$ cat config.mk
export PLATFORM = sky130hd
export DESIGN_NAME = alu_operand_stage
export DESIGN_NICKNAME = d
export VERILOG_FILES = /design/src/rtl/alu_operand_stage_pkg.sv /design/src/rtl/alu_regfile.sv /design/src/rtl/alu_operand_stage.sv
export SDC_FILE = /design/constraint.sdc
export NUM_CORES = 1
export LEC_CHECK = 0
export BUFFER_PORTS_ARGS = -buffer_cell sky130_fd_sc_hd__buf_2
export CAP_MARGIN = 20
export CORE_ASPECT_RATIO = 1.5
export CORE_MARGIN = 2
export CORE_UTILIZATION = 44
export CTS_CLUSTER_DIAMETER = 100
export DETAILED_ROUTE_END_ITERATION = 6
export PLACE_DENSITY_LB_ADDON = 0.08
export SETUP_SLACK_MARGIN = 0.15
export SYNTH_ARGS = -nofsm -noshare
export SYNTH_HDL_FRONTEND = slang
export SYNTH_SLANG_ARGS = --single-unit
$ cat constraint.sdc
create_clock -name clk -period 6.92 [get_ports clk]
set_input_delay 1.038 -clock clk [delete_from_list [all_inputs] [get_ports clk]]
set_output_delay 1.038 -clock clk [all_outputs]
set_load 0.02 [all_outputs]
$ cat src/rtl/alu_operand_stage_pkg.sv
// ---------------------------------------------------------------------------
// alu_operand_stage_pkg
// Shared definitions for the ALU operand/writeback stage: data and register
// widths, the NOP opcode, the instruction word layout and the in-flight slot
// record used to track instructions travelling through the ALU.
// ---------------------------------------------------------------------------
package alu_operand_stage_pkg;

    localparam int DATA_W   = 32;
    localparam int REG_AW   = 4;
    localparam int STATUS_W = 5;
    localparam int OP_W     = 4;
    localparam int IMM_W    = 15;
    localparam int NREGS    = 16;

    localparam logic [OP_W-1:0] OP_NOP = 4'b0000;

    // Instruction word layout, most significant field first:
    // [31:28] op, [27:24] rd, [23:20] rs1, [19:16] rs2, [15] imm_sel, [14:0] imm
    typedef struct packed {
        logic [OP_W-1:0]   op;
        logic [REG_AW-1:0] rd;
        logic [REG_AW-1:0] rs1;
        logic [REG_AW-1:0] rs2;
        logic              imm_sel;
        logic [IMM_W-1:0]  imm;
    } instr_t;

    // One in-flight instruction: does it write back, and to which register
    typedef struct packed {
        logic              vld;
        logic [REG_AW-1:0] rd;
    } slot_t;

    // Immediates are two's complement and widened to the full datapath
    function automatic logic [DATA_W-1:0] sext_imm(input logic [IMM_W-1:0] imm);
        return {{(DATA_W-IMM_W){imm[IMM_W-1]}}, imm};
    endfunction

endpackage

$ cat src/rtl/alu_regfile.sv
// ---------------------------------------------------------------------------
// alu_regfile
// 16 x 32 register file with two combinational read ports and one write
// port. Register 0 always reads zero and ignores writes. A read of the
// register being written on the same edge returns the write data, so the
// issuing instruction sees the value that lands on that edge.
//
// Ports:
//   clk, reset          clock and synchronous active-high reset (clears all)
//   we, waddr, wdata    write port
//   raddr_a / rdata_a   read port A
//   raddr_b / rdata_b   read port B
// ---------------------------------------------------------------------------
module alu_regfile
    import alu_operand_stage_pkg::*;
(
    input  logic              clk,
    input  logic              reset,
    input  logic              we,
    input  logic [REG_AW-1:0] waddr,
    input  logic [DATA_W-1:0] wdata,
    input  logic [REG_AW-1:0] raddr_a,
    output logic [DATA_W-1:0] rdata_a,
    input  logic [REG_AW-1:0] raddr_b,
    output logic [DATA_W-1:0] rdata_b
);

    logic [DATA_W-1:0] mem [NREGS];

    // Storage: reset clears every entry; writes to register 0 are dropped so
    // entry 0 stays zero even though reads of it are forced to zero anyway.
    always_ff @(posedge clk) begin
        if (reset) begin
            for (int i = 0; i < NREGS; i++) begin
                mem[i] <= '0;
            end
        end else if (we && (waddr != '0)) begin
            mem[waddr] <= wdata;
        end
    end

    // Read ports with same-edge write bypass
    always_comb begin
        rdata_a = mem[raddr_a];
        if (raddr_a == '0) begin
            rdata_a = '0;
        end else if (we && (waddr == raddr_a)) begin
            rdata_a = wdata;
        end
    end

    always_comb begin
        rdata_b = mem[raddr_b];
        if (raddr_b == '0) begin
            rdata_b = '0;
        end else if (we && (waddr == raddr_b)) begin
            rdata_b = wdata;
        end
    end

endmodule

$ cat src/rtl/alu_operand_stage.sv
// ---------------------------------------------------------------------------
// alu_operand_stage
// Issue/writeback stage around an ALU with ALU_LAT cycles of latency.
// Instructions are accepted over a valid/ready handshake, their operands are
// read from the register file and registered onto in1/in2/op. ALU_LAT cycles
// later the ALU result is written back to rd and the status flags latched.
// Read-after-write hazards stall issue until the producer is on its
// writeback edge, where the register-file bypass supplies the value.
//
// Ports:
//   clk, reset            clock, synchronous active-high reset
//   instr_valid/ready     instruction handshake
//   instr                 32-bit instruction word
//   in1, in2, op          registered ALU operands and opcode (0 = bubble)
//   alu_result/status     ALU outputs, valid ALU_LAT cycles after issue
//   status_reg            status of the most recent writeback
//   wb_en, wb_addr        writeback taking place this cycle
// ---------------------------------------------------------------------------
module alu_operand_stage
    import alu_operand_stage_pkg::*;
#(
    parameter int ALU_LAT = 1
) (
    input  logic                clk,
    input  logic                reset,
    input  logic                instr_valid,
    output logic                instr_ready,
    input  logic [31:0]         instr,
    output logic [DATA_W-1:0]   in1,
    output logic [DATA_W-1:0]   in2,
    output logic [OP_W-1:0]     op,
    input  logic [DATA_W-1:0]   alu_result,
    input  logic [STATUS_W-1:0] alu_status,
    output logic [STATUS_W-1:0] status_reg,
    output logic                wb_en,
    output logic [REG_AW-1:0]   wb_addr
);

    instr_t            dec;
    slot_t             pipe [ALU_LAT];
    logic              hazard;
    logic              accept;
    logic [DATA_W-1:0] rs1_val;
    logic [DATA_W-1:0] rs2_val;

    assign dec     = instr_t'(instr);
    assign accept  = instr_valid && instr_ready;

    // The deepest slot is the one whose result is on alu_result this cycle
    assign wb_en   = pipe[ALU_LAT-1].vld;
    assign wb_addr = pipe[ALU_LAT-1].rd;

    alu_regfile u_regfile (
        .clk     (clk),
        .reset   (reset),
        .we      (wb_en),
        .waddr   (wb_addr),
        .wdata   (alu_result),
        .raddr_a (dec.rs1),
        .rdata_a (rs1_val),
        .raddr_b (dec.rs2),
        .rdata_b (rs2_val)
    );

    // A source register is unsafe while its producer sits in any slot short
    // of the completing one; the completing slot is covered by the bypass.
    // rs2 only matters when the instruction actually uses it.
    always_comb begin
        hazard = 1'b0;
        for (int i = 0; i < ALU_LAT-1; i++) begin
            if (pipe[i].vld && (pipe[i].rd != '0) &&
                ((pipe[i].rd == dec.rs1) ||
                 (!dec.imm_sel && (pipe[i].rd == dec.rs2)))) begin
                hazard = 1'b1;
            end
        end
    end

    assign instr_ready = !reset && !hazard;

    // In-flight tracking: bubbles and NOPs enter as invalid slots, so a stall
    // drains naturally as the pipe keeps shifting every cycle.
    always_ff @(posedge clk) begin
        if (reset) begin
            for (int i = 0; i < ALU_LAT; i++) begin
                pipe[i] <= '0;
            end
        end else begin
            pipe[0] <= '{vld: accept && (dec.op != OP_NOP), rd: dec.rd};
            for (int i = 1; i < ALU_LAT; i++) begin
                pipe[i] <= pipe[i-1];
            end
        end
    end

    // Operand registers: a cycle without an accept issues a bubble and
    // leaves the operand values untouched.
    always_ff @(posedge clk) begin
        if (reset) begin
            op  <= OP_NOP;
            in1 <= '0;
            in2 <= '0;
        end else if (accept) begin
            op  <= dec.op;
            in1 <= rs1_val;
            in2 <= dec.imm_sel ? sext_imm(dec.imm) : rs2_val;
        end else begin
            op  <= OP_NOP;
        end
    end

    // Status is latched on every writeback, including ones aimed at r0
    always_ff @(posedge clk) begin
        if (reset) begin
            status_reg <= '0;
        end else if (wb_en) begin
            status_reg <= alu_status;
        end
    end

endmodule

Word level (Yosys, flattened, before mapping)
Memories as Yosys holds them, arrays and structs flattened.
Cells that the tools add are included.

operators by class
  reductions and logical operators = 13
  eq/ne operators = 2
  bitwise logic cells = 1
  multiplexer cells = 16

operators with widths
  kind                 count
  32-bit 2-to-1 mux    6
  32-bit OR reduction  1
  4-bit == test        2
  4-bit zero test      2
  1-bit 2-to-1 mux     8
  4-bit nonzero test   2
  1-bit logical AND    5
  5-bit 2-to-1 mux     1
  5-bit OR reduction   1
  4-bit 2-to-1 mux     1
  2-bit OR reduction   1
  1-bit zero test      1
  1-bit inverter       1

storage, ports and cells
  bits in writable memories = 517
  input bits = 72
  memories = 2
  output and inout bits = 79
  register bits after elaboration = 73
  word-level logic and storage cells = 38

memory list
  memory         words  bits a word  rd ports  clocked after Yosys merged registers in  write ports  line                     RTL
  u_regfile.mem  16     32           2         0                                        16           alu_regfile.sv:28        logic [DATA_W-1:0] mem [NREGS];
  pipe           1      5            1         0                                        1            alu_operand_stage.sv:40  slot_t pipe [ALU_LAT];

Longest topological paths before layout
An unclocked memory read counts as a cell.

  depth after elaboration = 8
  mapped depth = 9
  depth with buffers taken out = 5

By module
Synthesis repeated with hierarchy kept, for this count alone.

second synthesis, totals
  cell total of the unflattened synthesis = 2156
  area, all modules = 31278.7 µm²

by module, submodules not included
  module             instances  cells each  seq. area each (µm²)  area each (µm²)
  alu_regfile        1          1871        15374.7               28118.2
  alu_operand_stage  1          285         1561.5                3160.5

Least setup slack after synthesis
OpenSTA, ideal clock, no wires.

  path type = in2reg
  start = in reset
  end = mem u_regfile.mem[1][0] (enable)
  buffers on the path = 1
  setup slack = 2390 ps
  library setup time = 466 ps
  arrival time = 4064 ps
  data required time = 6454 ps
  stages on the path = 3
  cell sequence = buf_4 -> or4b_1 -> o21ai_0

RTL lines
  what             line                     RTL
  start, declared  alu_operand_stage.sv:25  input logic reset,
  end, declared    alu_regfile.sv:28

==> results.cfg <==
[outcome]
outcome = finished clean

[logic_synthesis]
async_reset_ff_frac = 0
avgSynthCellArea_sq_um = 13.9
yosysSeqAreaShare = 0.546
synth-edff-count = 512
yosys_register_bits = 590
netlist_top_cells_area = edfxtp_1 50%, mux4_2 15%, and2_1 9.8%
synth_top_area_frac = 0.495
ys_types = 56
synthCells = 2241
yosysWarnings = 0
syn-cell-area_sq_um = 31000
yosysTopAreaCell = edfxtp_1
ys.flop_type = edfxtp_1

[routing]
drc = 0
vias = 20600
finalWirelength_microns = 110000
first_iter_violations = 1999
first_pass_iters = 5
vias_per_cell = 6.26
wl_per_cell_microns = 33.6
ant_nets = 0

[clock_network]
cts_resized = 0
clock_latency_ns = 0.65
htreeDepth = 2
clock-sinks = 590
root_buffer = clkbuf_16
clkTransAtPathRegs_ns = 0.06
postCtsSetupBuffers = 0
cts_tree = built
cts_made_buffers = 58
clockBufferDepth = 3
holdBufCountCts = 0

[hold_path]
hold_class = reg2reg

[worst_setup_path]
critical_path_required_ns = 7.21
start_kind = input port
path_class = in2reg
cp_max_fo = 44
arrival_ns = 4.59
end_kind = flop

[timing]
fin_ws_ns = 2.61
finalCritPeriodShare = 0.622
setup_viol = 0
finalCriticalPeriod_ns = 4.31
fmax_ghz = 0.232
clock_skew_ns = 0.0325
final_hold_viol_count = 0
slew_headroom = 0.269
whs_ns = 0.473
drv_slew = 0
grt_setup_unrepaired = false
worst_pin_slew_ns = 1.10
fin_setup_tns_ns = 0

[floorplan]
start_util = 0.444
coreArea_sq_um = 70000
row_count = 119
die_w_microns = 221
die-area_sq_um = 72700
die_h_microns = 329
ios = 151

[power_and_ir_drop]
power.total_mw = 8.47
ir_worst_vdd_mv = 0.190
power_density_nw_per_um2 = 244
leakage_nw = 13.0
p_comb_frac = 0.104
p_int_mw = 6.36
pwr-share-clk = 0.416
p_seq_frac = 0.480
switching_share = 0.249
p_sw_mw = 2.10

[finish]
area.growth.synth_to_final_pct = 11.7
regMostFlops = u_regfile.mem
largest_register_ff_count = 512
largestRegisters = u_regfile.mem (512), in1 (32), in2 (32)
finish.utilization = 0.496
fin_nets = 2397
drive_gt1_frac = 0.250

[placed_design]
pre_cts_ws_ns = 2.06
place_congestion = 0.816
port_buffers = 150
hpwlAfterDp_microns = 61200

[global_routing]
antenna_found_initial = 6
grt_use_met2 = 0.551
grt_usage = 0.302
grt_max_degree = 107
gr-usage-met1 = 0.355
grt_pass1_wl_microns = 156000
grt_pass1_vias = 21200
use_met3 = 0.0403
overflow = 0
grt.busiest_layer = met2

[job]
max_cap_violations = 0
==> synthesized netlist by cell type, types with 25 or more instances <==
master / number
a21oi_1: 62
and2_1: 487
buf_2: 37
clkbuf_1: 120
dfxtp_1: 78
edfxtp_1: 512
mux2_2: 32
mux2i_1: 145
mux4_2: 203
nand2_1: 47
nand2b_1: 36
nor2_1: 135
o21ai_0: 25
o21ai_1: 31
==> path summary, 6_finish.rpt <==
kind	startpoint	to	slack (ns)	depth (start not counted)
hold / removal	in1[8]	in1[8]	0.47	2
setup reg to reg	pipe[0][4]	u_regfile.mem[4][27]	3.26	5
setup / recovery	reset	u_regfile.mem[8][13]	2.61	6
hold reg to reg	in1[8]	in1[8]	0.47	2
==> cell families (layout without fill, tap and decap cells) <==
kind of cell | after synthesis | in the layout | share of synthesized area
buf+inv | 232 | 334 | 0.0407
simple gates | 760 | 760 | 0.138
other cells | 1 | 36 | 0.000121
xor+xnor | 8 | 8 | 0.00226
mux | 388 | 388 | 0.212
compound gates | 262 | 262 | 0.0608
flops | 590 | 590 | 0.546
==> layout make-up <==
type	instances	area [sq um]
Multi-Input combinational cell	1450	13200
Tap cell	907	1130
Antenna cell	4	10.0
Sequential cell	590	16900
Clock buffer	69	1560
Fill cell	6082	35300
Clock inverter	40	532
Timing Repair Buffer	208	1230
Inverter	17	63.8
==> power by group through the flow <==
stage	sequential (mW)	clock (mW)	combinational (mW)
finish	4.07	3.52	0.880
global route	4.07	3.70	0.927
CTS	4.06	3.57	0.881
detailed placement	4.14	0	0.879
global placement	4.14	0	0.872
floorplan	4.14	0	0.548
==> stage by stage <==
stage / std cells / area, sq um
CTS: 3281 / 34700
global route: 3283 / 34700
detailed placement: 3172 / 32600
finish: 3285 / 34700
global placement: 3172 / 32600
floorplan: 2272 / 31200
==> layer usage <==
metal,vias to the layer above,wire [microns]
met1,10700,39900
met3,281,7320
met2,994,57700
met5,-,13
met4,2,5450
li1,8592,-
==> layout by cell type (no fill, tap or decap), drive strengths merged, types with 19 or more instances in the layout <==
cell type | Yosys | routed
a2111oi | 19 | 19
a21oi | 63 | 63
and2 | 487 | 487
buf | 91 | 206
clkbuf | 124 | 71
conb | 1 | 32
dfxtp | 78 | 78
edfxtp | 512 | 512
mux2 | 32 | 32
mux2i | 145 | 145
mux4 | 211 | 211
nand2 | 48 | 48
nand2b | 36 | 36
nor2 | 135 | 135
o21ai | 56 | 56
==> critical path, stage by stage <==
cell and delay, ns:
buf_4 0.30, inv_1 0.90, nand4b_1 0.87, nor3_2 0.39, or2_2 0.54, buf_4 0.48
No activity file was read; power rests on OpenSTA's default activity.
